## src/rtl/jump_count_aggregator.sv

```systemverilog
// +----------------------------------------------------------------------------+
// | jump_count_aggregator: pipelined popcount of range_checker hit pulses with |
// | a saturating running total, presented as a valid/ready final result.       |
// | Revision: 1.0                                                              |
// +----------------------------------------------------------------------------+
`default_nettype none

module jump_count_aggregator #(
  parameter int NUM_CHECKERS = 4,
  parameter int COUNT_WIDTH  = 32
) (
  input  logic                    clk,
  input  logic                    reset_n,
  input  logic                    clear,
  input  logic [NUM_CHECKERS-1:0] jump,
  input  logic [NUM_CHECKERS-1:0] done,
  output logic [COUNT_WIDTH-1:0]  result,
  output logic                    result_valid,
  input  logic                    result_ready,
  output logic                    overflow,
  output logic                    busy
);

  localparam int PC_WIDTH = $clog2(NUM_CHECKERS + 1);

  typedef enum logic [1:0] {
    RUN   = 2'd0,
    DRAIN = 2'd1,
    HOLD  = 2'd2,
    IDLE  = 2'd3
  } state_t;

  state_t                   state;
  state_t                   state_next;
  logic [1:0]               drain_cnt;
  logic [1:0]               drain_cnt_next;
  logic                     load_result;
  logic                     handshake;

  logic [NUM_CHECKERS-1:0]  jv;
  logic [PC_WIDTH-1:0]      pc;
  logic [PC_WIDTH-1:0]      pc_next;
  logic [COUNT_WIDTH-1:0]   total;
  logic [COUNT_WIDTH:0]     sum_full;
  logic [COUNT_WIDTH-1:0]   total_sum;
  logic                     carry;

  always_comb begin
    pc_next = '0;
    for (int i = 0; i < NUM_CHECKERS; i++) begin
      pc_next = pc_next + PC_WIDTH'(jv[i]);
    end
  end

  // Saturating add: carry-out pins the total at all-ones.
  always_comb begin
    sum_full  = {1'b0, total} + (COUNT_WIDTH + 1)'(pc);
    carry     = sum_full[COUNT_WIDTH];
    total_sum = carry ? '1 : sum_full[COUNT_WIDTH-1:0];
  end

  assign handshake = result_valid && result_ready;
  assign busy      = (state == RUN) || (state == DRAIN);

  always_ff @(posedge clk or negedge reset_n) begin
    if (!reset_n) begin
      state     <= RUN;
      drain_cnt <= 2'd0;
    end else begin
      state     <= state_next;
      drain_cnt <= drain_cnt_next;
    end
  end

  always_comb begin
    state_next     = state;
    drain_cnt_next = drain_cnt;
    load_result    = 1'b0;
    if (clear) begin
      state_next     = RUN;
      drain_cnt_next = 2'd0;
    end else begin
      case (state)
        RUN: begin
          if (&done) begin
            state_next     = DRAIN;
            drain_cnt_next = 2'd2;
          end
        end
        DRAIN: begin
          if (drain_cnt == 2'd1) begin
            state_next  = HOLD;
            load_result = 1'b1;
          end else begin
            drain_cnt_next = drain_cnt - 2'd1;
          end
        end
        HOLD: begin
          if (handshake) begin
            state_next = IDLE;
          end
        end
        IDLE: begin
          state_next = IDLE;
        end
        default: begin
          state_next = RUN;
        end
      endcase
    end
  end

  // The result captures the sum being written on the DRAIN->HOLD edge, so the
  // last hits sampled alongside &done are included.
  always_ff @(posedge clk or negedge reset_n) begin
    if (!reset_n) begin
      jv           <= '0;
      pc           <= '0;
      total        <= '0;
      overflow     <= 1'b0;
      result       <= '0;
      result_valid <= 1'b0;
    end else if (clear) begin
      jv           <= '0;
      pc           <= '0;
      total        <= '0;
      overflow     <= 1'b0;
      result_valid <= 1'b0;
    end else begin
      jv <= ((state == HOLD) || (state == IDLE)) ? '0 : jump;
      pc <= pc_next;
      if (state != IDLE) begin
        total <= total_sum;
        if (carry) begin
          overflow <= 1'b1;
        end
      end
      if (load_result) begin
        result       <= total_sum;
        result_valid <= 1'b1;
      end else if ((state == HOLD) && handshake) begin
        result_valid <= 1'b0;
      end
    end
  end

endmodule

`default_nettype wire

```

## config.mk

```make
export PLATFORM = sky130hd
export DESIGN_NAME = jump_count_aggregator
export DESIGN_NICKNAME = d
export VERILOG_FILES = /design/src/rtl/jump_count_aggregator.sv
export SDC_FILE = /design/constraint.sdc
export NUM_CORES = 1
export LEC_CHECK = 0
export BUFFER_PORTS_ARGS = -buffer_cell sky130_fd_sc_hd__buf_2
export CAP_MARGIN = 30
export CORE_UTILIZATION = 46
export DETAILED_ROUTE_END_ITERATION = 8
export GPL_TIMING_DRIVEN = 0
export PLACE_DENSITY = 0.68
export RECOVER_POWER = 100
export REMOVE_ABC_BUFFERS = 1
export SLEW_MARGIN = 15
export SYNTH_ARGS = -nofsm -noshare
export SYNTH_HDL_FRONTEND = slang
export SYNTH_SLANG_ARGS = --single-unit
```

## constraint.sdc

```tcl
create_clock -name clk -period 2.3 [get_ports clk]
set_clock_uncertainty 0.05 [all_clocks]
set_input_delay 0.69 -clock clk [delete_from_list [all_inputs] [get_ports clk]]
set_output_delay 0.69 -clock clk [all_outputs]
set_load 0.005 [all_outputs]
```

==> run summary, run 1 <==
DRC = 0
outcome = finished with violations
area fraction of the dominant cell type after synthesis = 47.9%
Die Area = 9110 sq um
Synth Instances = 427
asr flop ratio synth = 100%
violated checks = negative setup slack
RR Endpoint = total[31]$_DFFE_PN0P_
Slew HR = 7.11%
Syn Area/Cell = 9.41 sq um
Initial Util = 48.2%
CTS tree = yes
# IOs = 47
pin count of the biggest net entering global routing = 53
Area contributors post-synth = dfrtp_1 (48%), nor2_1 (5.3%), a21oi_1 (4.9%)
vias = 3459
die span in x = 95.5 um
Mapped Area = 4020 sq um
final hold vios = 0
Synth area leader = dfrtp_1
Worst Max-Slew Pin Slew = 1.39 ns
vias in the first global route = 3376
CP Class = flip-flop to flip-flop
Clk pin slew, worst setup/hold paths = 0.09 ns
Placeable Area = 8340 sq um
worst skew pair latency = 0.36 ns
final WL = 9.78 mm
CP required = 2.51 ns
CTS root buffer = clkbuf_8
Die Span Y = 95.5 um
Worst Setup End Kind = flip-flop
Period Utilization, post-route = 106%
Rows = 33
Worst setup SP type = flip-flop
worst setup margin = -0.131 ns
Slew Viols, Final = 0
CP endpoint = total[31]$_DFFE_PN0P_
Worst Hold Class = flip-flop to flip-flop
crit path launch = total[7]$_DFFE_PN0P_
routed len/inst = 16.7 um
max frequency = 0.411 GHz
VDD IR max = 0.000419 V
initial antenna violation count = 0
CP max FO = 8
H-tree depth = 3
initial DRC count = 203
Area growth syn-to-layout = 22.2%
overall routing resource usage = 23.0%
CP Data Arrival Time = 2.65 ns
Reg2Reg Setup Slack = -0.13 ns
Pleak = 1.95 nW
Seq cells post-synth = 77
Final min period = 2.43 ns
RR Startpoint = total[7]$_DFFE_PN0P_
Layout Nets = 496
vias per cell = 5.90
Setup-failing EPs final = 26
post-detailed-route count of antenna-violating nets = 0
register area share after synthesis = 47.9%
Distinct cells, synth = 48
post-DP HPWL = 6.13 mm
gr ovfl total = 0
antenna cells = 0
Syn. warnings = 0
post-place setup slack = -0.974 ns
Clock Path Buffers = 2
# port buffers = 46
Most used DFF post-synth = dfrtp_1
Clock Sinks = 77
cell count of the worst reg-to-reg path = 5
TritonCTS Buffers = 9
Pwr Density = 732 nW/um^2
RSZ-0062 raised after global routing = true
max-cap violations = 0
Fill cells = 752
first-pass GRT wire length = 16.0 mm
Final Hold Slack = 0.438 ns
layout cell share with drive strength beyond 1 = 22.0%
post-layout util = 58.9%
drt pass-1 iters = 4
Post-synth EDFFs = 0
GPL Wtd Cong = 0.846
## logic make-up (layout without fill, tap and decap cells)
family / count (synthesis) / after routing / synth area share, %
adders and majority gates: 8 / 8 / 2.86
xor gates and xnor gates: 26 / 26 / 5.67
muxes: 2 / 2 / 0.498
AOI/OAI and AO/OA: 97 / 97 / 15.4
DFF: 77 / 77 / 47.9
buffers and inverters: 36 / 89 / 3.58
and+or+nand+nor: 181 / 182 / 24.1
## synth_stat cells, types with 12 or more instances
library cell,number
clkbuf_1,25
nand4_1,16
a21oi_1,39
xnor2_1,18
a31oi_1,12
nor3_1,20
dfrtp_1,77
nor2_1,57
nand2_1,23
## final cells by class
| class | instances | area, sq um | area share, % |
|---|---|---|---|
| clock inverters | 7 | 76.3 | 1.55 |
| inverters | 8 | 30.0 | 0.611 |
| repair buffers | 65 | 400 | 8.15 |
| multi-input cells | 315 | 2220 | 45.1 |
| flip-flops and latches | 77 | 1930 | 39.4 |
| well taps | 105 | 131 | 2.68 |
| clock buffers | 9 | 124 | 2.52 |
## metrics by stage
stage | instances | TNS (ns) | instance area, sq um | total power, W
finish | 586 | -1.72 | 4910 | 0.00359
global route | 586 | -11.13 | 4910 | 0.00382
CTS | 583 | -1.01 | 4790 | 0.00358
detailed placement | 552 | -29.35 | 4310 | 0.00252
global placement | 550 | -44.40 | 4270 | 0.00249
floorplan | 399 | -4.29 | 3910 | 0.00215
## state kept, by name, summed over array words and instances, names as in the netlist
register,flops
drain_cnt,2
jv,4
overflow,1
pc,3
result,32
result_valid,1
state,2
total,32
## layer usage
layer  vias up  track usage, %  wire length, um
met1      1704            29.2             4410
met5         -               0                0
met4         0            10.1              272
li1       1654               -                -
met3        25            4.39              400
met2        76            38.2             4700
## power by group
group	switching, W	internal, W	total, W	leakage, nW
clock network	0.000533	0.000504	0.00104	0.0954
registers	0.000154	0.00163	0.00178	1.01
logic	0.000401	0.000375	0.000775	0.846
total	0.00109	0.00251	0.00359	1.95
## cells in the final DEF (no fill, tap or decap), drive strengths merged, types with 3 or more instances in the layout
master	n
and2	12
dfrtp	77
nand4	17
nor2b	5
inv	8
o21a	3
nor4	12
a211oi	9
a21oi	39
buf	46
and3	9
nor3	20
o21ai	10
clkinv	4
nand2	23
xor2	8
a311oi	11
o21bai	5
nor2	57
and4	9
a31oi	12
ha	6
nand3	10
or3	3
clkbuf	28
xnor2	18
## worst min path at each step
stage,end,slack (ns),startpoint,cells past startpoint
finish,result[1]$_DFFE_PN0P_,0.44,result[1]$_DFFE_PN0P_,2
floorplan,drain_cnt[0]$_DFFE_PN0P_,0.34,reset_n,0
global route,jv[1]$_DFF_PN0_,0.47,jump[1],2
detailed placement,result[28]$_DFFE_PN0P_,0.42,result[28]$_DFFE_PN0P_,2
CTS,drain_cnt[1]$_DFFE_PN0P_,0.19,reset_n,1
global placement,result[0]$_DFFE_PN0P_,0.41,result[0]$_DFFE_PN0P_,2
## critical path: stages, from the launching register on
cell      delay [ns]
dfrtp_1         0.48
nand3_1         0.31
or3_4           0.50
or4_4           0.51
and2_4          0.22
a311oi_2        0.26
## what timing repair did
item	4_1_cts	5_1_grt
gates cloned	0	1
hold buffers	0	0
setup endpoints to repair	65	62
gates resized for setup	29	29
setup buffers	15	2
pin swaps	10	9
Note: power is estimated with default switching activity, not from simulation.
==> run 2: changes to the inputs <==
--- a/config.mk
+++ b/config.mk
@@ -5,14 +5,14 @@
 export SDC_FILE = /design/constraint.sdc
 export NUM_CORES = 1
 export LEC_CHECK = 0
-export BUFFER_PORTS_ARGS = -buffer_cell sky130_fd_sc_hd__buf_2
+export BUFFER_PORTS_ARGS = -buffer_cell sky130_fd_sc_hd__buf_4
 export CAP_MARGIN = 30
 export CORE_UTILIZATION = 46
+export CTS_CLUSTER_SIZE = 30
 export DETAILED_ROUTE_END_ITERATION = 8
 export GPL_TIMING_DRIVEN = 0
 export PLACE_DENSITY = 0.68
 export RECOVER_POWER = 100
-export REMOVE_ABC_BUFFERS = 1
 export SLEW_MARGIN = 15
 export SYNTH_ARGS = -nofsm -noshare
 export SYNTH_HDL_FRONTEND = slang
==> run 2 against run 1 <==
The run still ends with negative setup slack left. Global-route usage increased by 1.6 points. Design area up 5.8%. Count of clock-buffer cells in the layout rose by 3. Sequential share of layout area shrank 2.1 points. Die area stayed put. Non-clock buffer count grew 22. Wire length is 9.0% higher. Sequential power about the same. Critical path depth is the same. Largest cell class unchanged. Largest power group unchanged.
==> run summary, run 2 (synthesis results as in run 1) <==
Rows = 33 (unchanged)
Clock Sinks = 77 (unchanged)
Worst Hold Class = flip-flop to flip-flop (unchanged)
vias per cell = 6.00 (was 5.90)
post-detailed-route count of antenna-violating nets = 0 (unchanged)
vias = 3643 (was 3459)
Layout Nets = 517 (was 496)
CTS root buffer = clkbuf_8 (unchanged)
post-DP HPWL = 6.94 mm (was 6.13 mm)
vias in the first global route = 3499 (was 3376)
Period Utilization, post-route = 103% (was 106%)
Die Area = 9110 sq um (unchanged)
DRC = 0 (unchanged)
TritonCTS Buffers = 9 (unchanged)
first-pass GRT wire length = 17.0 mm (was 16.0 mm)
CP required = 2.50 ns (was 2.51 ns)
Syn Nets = 447
overall routing resource usage = 24.6% (was 23.0%)
drt pass-1 iters = 5 (was 4)
outcome = finished with violations (unchanged)
max-cap violations = 0 (unchanged)
final hold vios = 0 (unchanged)
hold_buf cts = 0 (unchanged)
Worst Max-Slew Pin Slew = 1.32 ns (was 1.39 ns)
Worst setup SP type = flip-flop (unchanged)
final WL = 10.7 mm (was 9.78 mm)
Slew Viols, Final = 0 (unchanged)
max frequency = 0.421 GHz (was 0.411 GHz)
Clk pin slew, worst setup/hold paths = 0.08 ns (was 0.09 ns)
Slew HR = 12.0% (was 7.11%)
commonest non-fill, non-tap cell in the layout = dfrtp_1 (unchanged)
Die Span Y = 95.5 um (unchanged)
# IOs = 47 (unchanged)
Pwr Density = 761 nW/um^2 (was 732 nW/um^2)
gr ovfl total = 0 (unchanged)
CP Data Arrival Time = 2.57 ns (was 2.65 ns)
Pleak = 2.18 nW (was 1.95 nW)
post-layout util = 62.3% (was 58.9%)
RSZ-0062 raised after global routing = true (unchanged)
Worst Setup End Kind = flip-flop (unchanged)
commonest non-fill, non-tap cells in the layout = dfrtp_1 (72), buf_4 (60), nor2_1 (55) (was dfrtp_1 (72), nor2_1 (54), a21oi_1 (36))
antenna cells = 0 (unchanged)
post-place setup slack = -0.589 ns (was -0.974 ns)
CP Class = flip-flop to flip-flop (unchanged)
initial antenna violation count = 0 (unchanged)
CP max FO = 7 (was 8)
# port buffers = 45 (was 46)
violated checks = negative setup slack (unchanged)
CTS tree = yes (unchanged)
Initial Util = 48.2% (unchanged)
worst setup margin = -0.0731 ns (was -0.131 ns)
Final Hold Slack = 0.438 ns (about the same)
VDD IR max = 0.000327 V (was 0.000419 V)
Placeable Area = 8340 sq um (unchanged)
Area growth syn-to-layout = 29.2% (was 22.2%)
layout cell share with drive strength beyond 1 = 26.1% (was 22.0%)
pin count of the biggest net entering global routing = 78 (was 53)
Final min period = 2.37 ns (was 2.43 ns)
setup_tns = -0.312 ns (was -1.72 ns)
H-tree depth = 3 (unchanged)
die span in x = 95.5 um (unchanged)
routed len/inst = 17.6 um (was 16.7 um)
Clock Path Buffers = 2 (unchanged)
GPL Wtd Cong = 0.831 (was 0.846)
largest registers = result (32), total (32), jv (4) (unchanged)
initial DRC count = 299 (was 203)
Setup-failing EPs final = 9 (was 26)
worst skew pair latency = 0.35 ns (was 0.36 ns)
Fill cells = 707 (was 752)
==> run 2: cell types whose count changed in the layout (fill, tap and decap cells not counted), sizes merged <==
cell	change
clkinvlp	-2
buf	+21
and2	-1
bufinv	+2
clkbuf	+4
clkinv	-3
==> run 2: through the flow <==
stage	cell area, sq um	std cells	power [W]
finish	5190	607	0.00395
global route	5190	607	0.00420
CTS	4940	602	0.00395
global placement	4520	577	0.00266
detailed placement	4520	577	0.00269
floorplan	4060	427	0.00217
==> run 2: layout make-up <==
cell class	instances	area, sq um	area share, %
clock buffer	12	145	2.79
multi-input combinational	314	2240	43.2
buffer	24	120	2.31
tap	105	131	2.53
sequential	77	1930	37.2
inverter	8	30.0	0.578
timing repair buffer	63	497	9.56
clock inverter	4	95.1	1.83
==> run 2: worst paths after layout <==
path | cells past startpoint | from | slack (ns) | endpoint
min reg2reg | 2 | result[1]$_DFFE_PN0P_ | 0.44 | result[1]$_DFFE_PN0P_
max reg2reg | 5 | total[12]$_DFFE_PN0P_ | -0.07 | total[29]$_DFFE_PN0P_
min | 2 | result[1]$_DFFE_PN0P_ | 0.44 | result[1]$_DFFE_PN0P_
max in group asynchronous | 2 | reset_n | 0.74 | total[19]$_DFFE_PN0P_
max | 5 | total[12]$_DFFE_PN0P_ | -0.07 | total[29]$_DFFE_PN0P_
min in group asynchronous | 1 | reset_n | 0.56 | result[5]$_DFFE_PN0P_
==> run 2: critical path, stage by stage (launching register included) <==
cell and delay [ns]:
dfrtp_2 0.44, nand4_1 0.23, or3_4 0.48, or4_4 0.61
and2_4 0.21, a311oi_2 0.25
==> run 2: layer usage <==
layer,wire length (um),part of all wire (%),global-route usage [%]
met1,4620,43,33.4
met4,209,2.0,9.08
met5,0,0,0
met3,610,5.7,4.15
met2,5220,49,39.5
==> run 2: where the power goes <==
part	internal, W	switching, W	total, W
clock	0.000750	0.000504	0.00125
combinational	0.000520	0.000392	0.000912
sequential	0.00163	0.000155	0.00178
total	0.00290	0.00105	0.00395
==> run 2: what timing repair did <==
action / 4_1_cts / 5_1_grt
pin swaps: 12 / 12
resized for setup: 23 / 48
buffers inserted: 12 / 5
endpoints found under the setup margin: 63 / 64
